===== src/rtl/regfile_wr_arbiter.sv =====
// ============================================================================
// regfile_wr_arbiter: arbitrates the register-file write port between core
// writeback and debug, and sequences a one-register-per-cycle clear of x1..x31.
// Optional DBG anti-starvation: define REGFILE_ARB_STARVE_EN.
// Revision: 1.0
// ============================================================================
`default_nettype none

module regfile_wr_arbiter #(
  parameter int NREG = 32
`ifdef REGFILE_ARB_STARVE_EN
  , parameter int STARVE_LIMIT = 4
`endif
) (
  input  logic        clk,
  input  logic        reset,
  input  logic        clear_req_i,
  output logic        clear_busy_o,
  output logic        core_stall_o,
  input  logic        wb_valid_i,
  input  logic [4:0]  wb_addr_i,
  input  logic [31:0] wb_data_i,
  input  logic        dbg_valid_i,
  input  logic [4:0]  dbg_addr_i,
  input  logic [31:0] dbg_data_i,
  output logic        dbg_ready_o,
  output logic        rf_we_o,
  output logic [4:0]  rf_waddr_o,
  output logic [31:0] rf_wdata_o
);

  typedef enum logic [0:0] {
    ST_CLEAR = 1'b0,
    ST_IDLE  = 1'b1
  } state_t;

  localparam logic [4:0] LAST_IDX = 5'(NREG - 1);

  state_t     state_q;
  logic [4:0] clr_idx_q;
  logic       w_wb_hit;
  logic       w_force_dbg;

  assign w_wb_hit = wb_valid_i && (wb_addr_i != 5'd0);

`ifdef REGFILE_ARB_STARVE_EN
  localparam logic [2:0] LIMIT = 3'(STARVE_LIMIT);
  logic [2:0] starve_q;
  // Force only with a live request so dbg_ready never asserts without dbg_valid.
  assign w_force_dbg = (starve_q == LIMIT) && dbg_valid_i;
`else
  assign w_force_dbg = 1'b0;
`endif

  always_ff @(posedge clk) begin
    if (reset) begin
      state_q   <= ST_CLEAR;
      clr_idx_q <= 5'd1;
`ifdef REGFILE_ARB_STARVE_EN
      starve_q  <= 3'd0;
`endif
    end else begin
      case (state_q)
        ST_CLEAR: begin
          if (clr_idx_q == LAST_IDX) begin
            state_q   <= ST_IDLE;
            clr_idx_q <= 5'd1;
          end else begin
            clr_idx_q <= clr_idx_q + 5'd1;
          end
`ifdef REGFILE_ARB_STARVE_EN
          starve_q <= 3'd0;
`endif
        end
        default: begin
          if (clear_req_i) begin
            state_q   <= ST_CLEAR;
            clr_idx_q <= 5'd1;
          end
`ifdef REGFILE_ARB_STARVE_EN
          if (dbg_valid_i && !dbg_ready_o)
            starve_q <= starve_q + 3'd1;
          else
            starve_q <= 3'd0;
`endif
        end
      endcase
    end
  end

  // Outputs are purely state + same-cycle inputs: the RF samples at mid-cycle.
  always_comb begin
    clear_busy_o = 1'b0;
    core_stall_o = 1'b0;
    dbg_ready_o  = 1'b0;
    rf_we_o      = 1'b0;
    rf_waddr_o   = 5'd0;
    rf_wdata_o   = 32'd0;
    if (reset) begin
      clear_busy_o = 1'b1;
      core_stall_o = 1'b1;
    end else if (state_q == ST_CLEAR) begin
      clear_busy_o = 1'b1;
      core_stall_o = 1'b1;
      rf_we_o      = 1'b1;
      rf_waddr_o   = clr_idx_q;
    end else if (w_wb_hit && !w_force_dbg) begin
      rf_we_o    = 1'b1;
      rf_waddr_o = wb_addr_i;
      rf_wdata_o = wb_data_i;
    end else if (dbg_valid_i) begin
      core_stall_o = w_force_dbg;
      dbg_ready_o  = 1'b1;
      rf_we_o      = (dbg_addr_i != 5'd0);
      rf_waddr_o   = dbg_addr_i;
      rf_wdata_o   = dbg_data_i;
    end
  end

endmodule

`default_nettype wire


===== config.mk =====
export PLATFORM = sky130hd
export DESIGN_NAME = regfile_wr_arbiter
export DESIGN_NICKNAME = d
export VERILOG_FILES = /design/src/rtl/regfile_wr_arbiter.sv
export SDC_FILE = /design/constraint.sdc
export NUM_CORES = 1
export LEC_CHECK = 0
export BUFFER_PORTS_ARGS = -buffer_cell sky130_fd_sc_hd__buf_2
export CAP_MARGIN = 30
export CORE_ASPECT_RATIO = 0.7
export CORE_UTILIZATION = 33
export DETAILED_ROUTE_END_ITERATION = 8
export PLACE_DENSITY_LB_ADDON = 0.1
export SETUP_SLACK_MARGIN = 0.3
export SLEW_MARGIN = 30
export SYNTH_ARGS = -nofsm -noshare
export SYNTH_HDL_FRONTEND = slang
export SYNTH_SLANG_ARGS = --single-unit

===== constraint.sdc =====
create_clock -name clk -period 1.5 [get_ports clk]
set_input_delay 0.15 -clock clk [delete_from_list [all_inputs] [get_ports clk]]
set_output_delay 0.15 -clock clk [all_outputs]
set_load 0.02 [all_outputs]

==> results of run 1 <==
## synthesized netlist by cell type (3+ instances only)
| cell type | number | share of area |
|---|---|---|
| sky130_fd_sc_hd__nand3_1 | 35 | 0.15 |
| sky130_fd_sc_hd__nand4_1 | 3 | 0.016 |
| sky130_fd_sc_hd__mux2i_1 | 33 | 0.27 |
| sky130_fd_sc_hd__buf_2 | 6 | 0.025 |
| sky130_fd_sc_hd__nand2_1 | 37 | 0.12 |
| sky130_fd_sc_hd__dfxtp_1 | 6 | 0.10 |
| sky130_fd_sc_hd__buf_6 | 3 | 0.028 |
| sky130_fd_sc_hd__a211oi_1 | 4 | 0.025 |
| sky130_fd_sc_hd__nor2b_1 | 3 | 0.016 |
| sky130_fd_sc_hd__nor2_1 | 7 | 0.022 |
| sky130_fd_sc_hd__clkbuf_1 | 7 | 0.022 |
| sky130_fd_sc_hd__inv_1 | 4 | 0.012 |
| sky130_fd_sc_hd__a221oi_1 | 3 | 0.022 |
## logic make-up after synthesis
kind of cell,after synthesis,share of synthesized area
simple gates,94,0.376
mux,33,0.274
compound gates,20,0.130
buf+inv,23,0.101
fa+ha+maj,2,0.0207
flops,6,0.0996
## repair_timing
action | 4_1_cts
setup endpoints to repair | 45
pin swaps | 14
resized for setup | 145
cloned | 2
buffers inserted | 10
## per-stage QoR
step,cells,setup TNS (ns)
3_5_place_dp,346,0
2_1_floorplan,178,0
3_3_place_gp,346,0
4_1_cts,361,-2.36
==> impl_metrics.csv, run 1 <==
group,metric,value,unit
timing,postGrtWorstEndpoint,"rf_wdata_o[18]",
logic_synthesis,synthesis.nets,259,
timing,worst_endpoint_kind,"output port",
status,outcome,"did not finish",
status,stop_error,"[ERROR DPL-0038] Utilization greater than 100%, impossible to legalize",
placed_design,gpl.final_weighted_congestion,0.866,
logic_synthesis,yosys_warnings,0,
placed_design,place_area,0.00246,mm²
die,rows,17,
clocking,cts_buffers,3,
logic_synthesis,synth_enable_flop_cells,0,
logic_synthesis,synth_ff_type,"sky130_fd_sc_hd__dfxtp_1",
die,boundary_pins,120,
logic_synthesis,postSynthRegisterBits,6,
logic_synthesis,synthesis.area_per_instance,6.78,µm²
clocking,cts_sinks,6,
die,die_h,52.6,µm
logic_synthesis,syn-instance-count,178,
clocking,clock_tree.root_cell,"sky130_fd_sc_hd__clkbuf_8",
logic_synthesis,asyncSetResetFlopFracSynth,0,
grt,grt_max_degree,23,
status,haltStage,"5_1_grt",
placed_design,place_ws,0.00975,ns
clocking,clk_path_buf_depth,2,
logic_synthesis,netlist_area,0.00121,mm²
clocking,cts.htree.levels,1,
die,fp.dieW,74.3,µm
placed_design,place.detailed.hpwl,3740,µm
placed_design,port_buffers,119,
logic_synthesis,yosysSeqAreaShare,0.0996,
clocking,ctsHoldBuffers,0,
logic_synthesis,synthDistinctLibCells,32,
die,initial_utilization,0.363,
==> run 2: changes to the inputs <==
CORE_AREA = 2 2 63 65   (was not set)
CORE_ASPECT_RATIO = not set   (was 0.7)
CORE_UTILIZATION = not set   (was 33)
DIE_AREA = 0 0 65 67   (was not set)
PLACE_DENSITY_LB_ADDON = 0.15   (was 0.1)
SETUP_SLACK_MARGIN = not set   (was 0.3)
clock period = 1.95 ns   (was 1.5 ns; I/O delays follow)
==> run 2 against run 1 <==
Effect of this change: the flow now finishes without violations; synthesized area did not move; synthesized cell count did not move.
==> impl_metrics.csv, run 2 <==
group,metric,value,unit
drt,routed_len_inst,12.3,µm
timing,hold_slack,0.253,ns
drt,route.detailed.drc,0,
clocking,clk_path_buf_depth,2,
setup_path,crit_required,2.05,ns
logic_synthesis,synthesis.area_per_instance,6.78,µm²
logic_synthesis,synthesis.nets,259,
timing,grt_setup_unrepaired,"false",
timing,fmax,590,MHz
clocking,ctsHoldBuffers,0,
setup_path,worst-path-max-fanout,4,
grt,antenna_found_initial,0,
logic_synthesis,yosys-top-cells-area,"sky130_fd_sc_hd__mux2i_1, sky130_fd_sc_hd__nand3_1, sky130_fd_sc_hd__nand2_1, sky130_fd_sc_hd__dfxtp_1, sky130_fd_sc_hd__buf_6",
die,die-area,0.00436,mm²
clocking,cts.htree.levels,1,
setup_path,worst-endpoint-arrival,1.80,ns
grt,grt_max_degree,64,
final_layout,top_register,"clr_idx_q",
setup_path,worstSetupStartpointType,"flip-flop",
setup_path,regToRegSetupSlack,0.25,ns
die,rows,22,
drt,route.met3.wl,249,µm
timing,timing.clock.skew,0.000561,ns
final_layout,final_common_cell,"sky130_fd_sc_hd__buf_2",
final_layout,largest_regs,"clr_idx_q: 5 flops, state_q: 1 flops",
clocking,post-cts-setup-buffer-count,0,
final_layout,num_antenna_cells,0,
final_layout,post_route_cells_drive_above_1_share,0.460,
logic_synthesis,yosysSeqAreaShare,0.0996,
logic_synthesis,yosys.area_share.adder,0.0207,
drt,drt_iter0_drc,75,
run,cap_viol_max_count,0,
grt,globalRouteTotalUtil,0.180,
die,die_h,67,µm
logic_synthesis,synthDistinctLibCells,32,
clocking,cts_sinks,6,
logic_synthesis,synth_simple_gate_area_share,0.376,
placed_design,place_ws,0.270,ns
drt,first_pass_iters,4,
timing,relSlewSlack,0.709,
final_layout,mostFrequentLayoutCells,"sky130_fd_sc_hd__buf_2, sky130_fd_sc_hd__nand2_1, sky130_fd_sc_hd__nand3_1, sky130_fd_sc_hd__mux2i_1, sky130_fd_sc_hd__nor2_1",
timing,tightest_slew,0.433,ns
final_layout,flip_flop_count_of_the_largest_register_all_copies_and_words_added,5,
logic_synthesis,synth_compound_area_frac,0.130,
timing,final-hold-violation-count,0,
timing,timing.final.max_slew_violations,0,
logic_synthesis,asyncSetResetFlopFracSynth,0,
setup_path,critical_path.endpoint_type,"flip-flop",
logic_synthesis,synth_ff_type,"sky130_fd_sc_hd__dfxtp_1",
clocking,tritoncts,"done",
logic_synthesis,synthMostInstantiatedCell,"sky130_fd_sc_hd__nand2_1",
drt,dr_total_vias,1642,
grt,grt_first_pass_wirelength,6220,µm
clocking,cts_buffers,3,
logic_synthesis,postSynthRegisterBits,6,
timing,period_minus_slack,1.70,ns
clocking,count_of_instances_resized_after_the_clock_tree_is_built,0,
grt,globalRoute.totalOverflow,0,
power_and_ir_drop,power.ir.vdd_worst,150,µV
drt,top_signal_layer_used,"met4",
logic_synthesis,synth_enable_flop_cells,0,
clocking,clock_tree.root_cell,"sky130_fd_sc_hd__clkbuf_8",
timing,final.setup.tns,0,ns
setup_path,timing_worst_setup_path_type,"flip-flop to flip-flop",
final_layout,finalNetCount,368,
die,fp.dieW,65,µm
die,boundary_pins,120,
logic_synthesis,netlist_area,0.00121,mm²
clocking,clkLatencyLatePin,0.22,ns
logic_synthesis,share_of_cell_area_taken_by_muxes_after_synthesis,0.274,
logic_synthesis,yosys_warnings,0,
status,outcome,"finished, final reports clean",
die,initial_utilization,0.334,
placed_design,port_buffers,119,
logic_synthesis,synthTopCellsByCount,"sky130_fd_sc_hd__nand2_1, sky130_fd_sc_hd__nand3_1, sky130_fd_sc_hd__mux2i_1, sky130_fd_sc_hd__clkbuf_1, sky130_fd_sc_hd__nor2_1",
clocking,clk_transition_reported_paths,0.04,ns
drt,avgViaCountPerCell,4.93,
placed_design,gpl.final_weighted_congestion,0.896,
power_and_ir_drop,power_density_relative_to_cell_area,278,mW/mm²
die,coreArea,0.00361,mm²
logic_synthesis,cell_type_with_the_highest_aggregate_area_in_the_netlist,"sky130_fd_sc_hd__mux2i_1",
logic_synthesis,synth_top_family_by_area,"simple AND/OR/NAND/NOR gates",
grt,grt_pass1_vias,1429,
drt,drt_wl_total,4080,µm
hold_path,hold_path.class,"input pin to flip-flop",
drt,met2_wirelength,2060,µm
logic_synthesis,synth.top_cell.area_share,0.274,
power_and_ir_drop,power_leakage,0.943,nW
drt,m1WireLength,1750,µm
placed_design,place.detailed.hpwl,3160,µm
timing,post-route-worst-setup-slack,0.254,ns
drt,ant_nets,0,
logic_synthesis,area_share_of_xor_xnor_cells_in_the_synthesized_design,0,
timing,timing.final.crit_share,0.870,
final_layout,areaGrowthSynthToFinish,54.1,%
timing,finalSetupViolations,0,
logic_synthesis,syn-instance-count,178,
## run 2: cell counts after synthesis
No cell type changed its count.
## run 2: cells by family after synthesis
group | count (synthesis)
fa+ha+maj | 2
compound gates | 20
mux | 33
flops | 6
buf+inv | 23
simple gates | 94
## run 2: report_power, final
part           switching [mW]  internal [mW]
registers             0.00858          0.131
clock network          0.0490          0.132
logic                  0.0956          0.101
total                   0.153          0.364
## run 2: path summary, 6_finish.rpt
check | startpoint | to | depth (start not counted)
hold reg to reg | clr_idx_q[4]$_SDFFE_PP0P_ | clr_idx_q[4]$_SDFFE_PP0P_ | 2
hold / removal | clear_req_i | state_q$_SDFF_PP0_ | 2
setup / recovery | clr_idx_q[0]$_SDFFE_PP1P_ | clr_idx_q[0]$_SDFFE_PP1P_ | 6
setup reg to reg | clr_idx_q[0]$_SDFFE_PP1P_ | clr_idx_q[0]$_SDFFE_PP1P_ | 6
## run 2: per-stage QoR
stage                     utilization  area (µm²)  power (mW)  instances
after floorplan                     -        1210       0.234        178
after global placement          0.504        1820       0.337        330
after detailed placement        0.504        1820       0.339        330
after CTS                       0.516        1860       0.523        333
after global routing            0.516        1860       0.553        333
final                           0.516        1860       0.517        333
## run 2: per-layer routing
| layer | global-route usage | up-vias |
|---|---|---|
| met2 | 0.326 | 54 |
| li1 | - | 855 |
| met1 | 0.215 | 731 |
| met3 | 0.0338 | 2 |
| met4 | 0.0479 | 0 |
| met5 | 0 | - |
## run 2: worst max-delay path, cell delays in order, from the launching register on
cell and delay [ns]:
sky130_fd_sc_hd__dfxtp_1 0.34, sky130_fd_sc_hd__ha_1 0.24, sky130_fd_sc_hd__and3_1 0.19, sky130_fd_sc_hd__ha_1 0.20, sky130_fd_sc_hd__nor2_1 0.22, sky130_fd_sc_hd__mux2i_1 0.11
sky130_fd_sc_hd__or2_2 0.28
## run 2: layout make-up
cell class,count,area (µm²)
Timing Repair Buffer,123,651
Inverter,4,15.0
Sequential cell,6,120
Clock buffer,3,41.3
Tap cell,48,60.1
Multi-Input combinational cell,149,972
Fill cell,390,1750
Note: power is estimated with default switching activity, not from simulation.
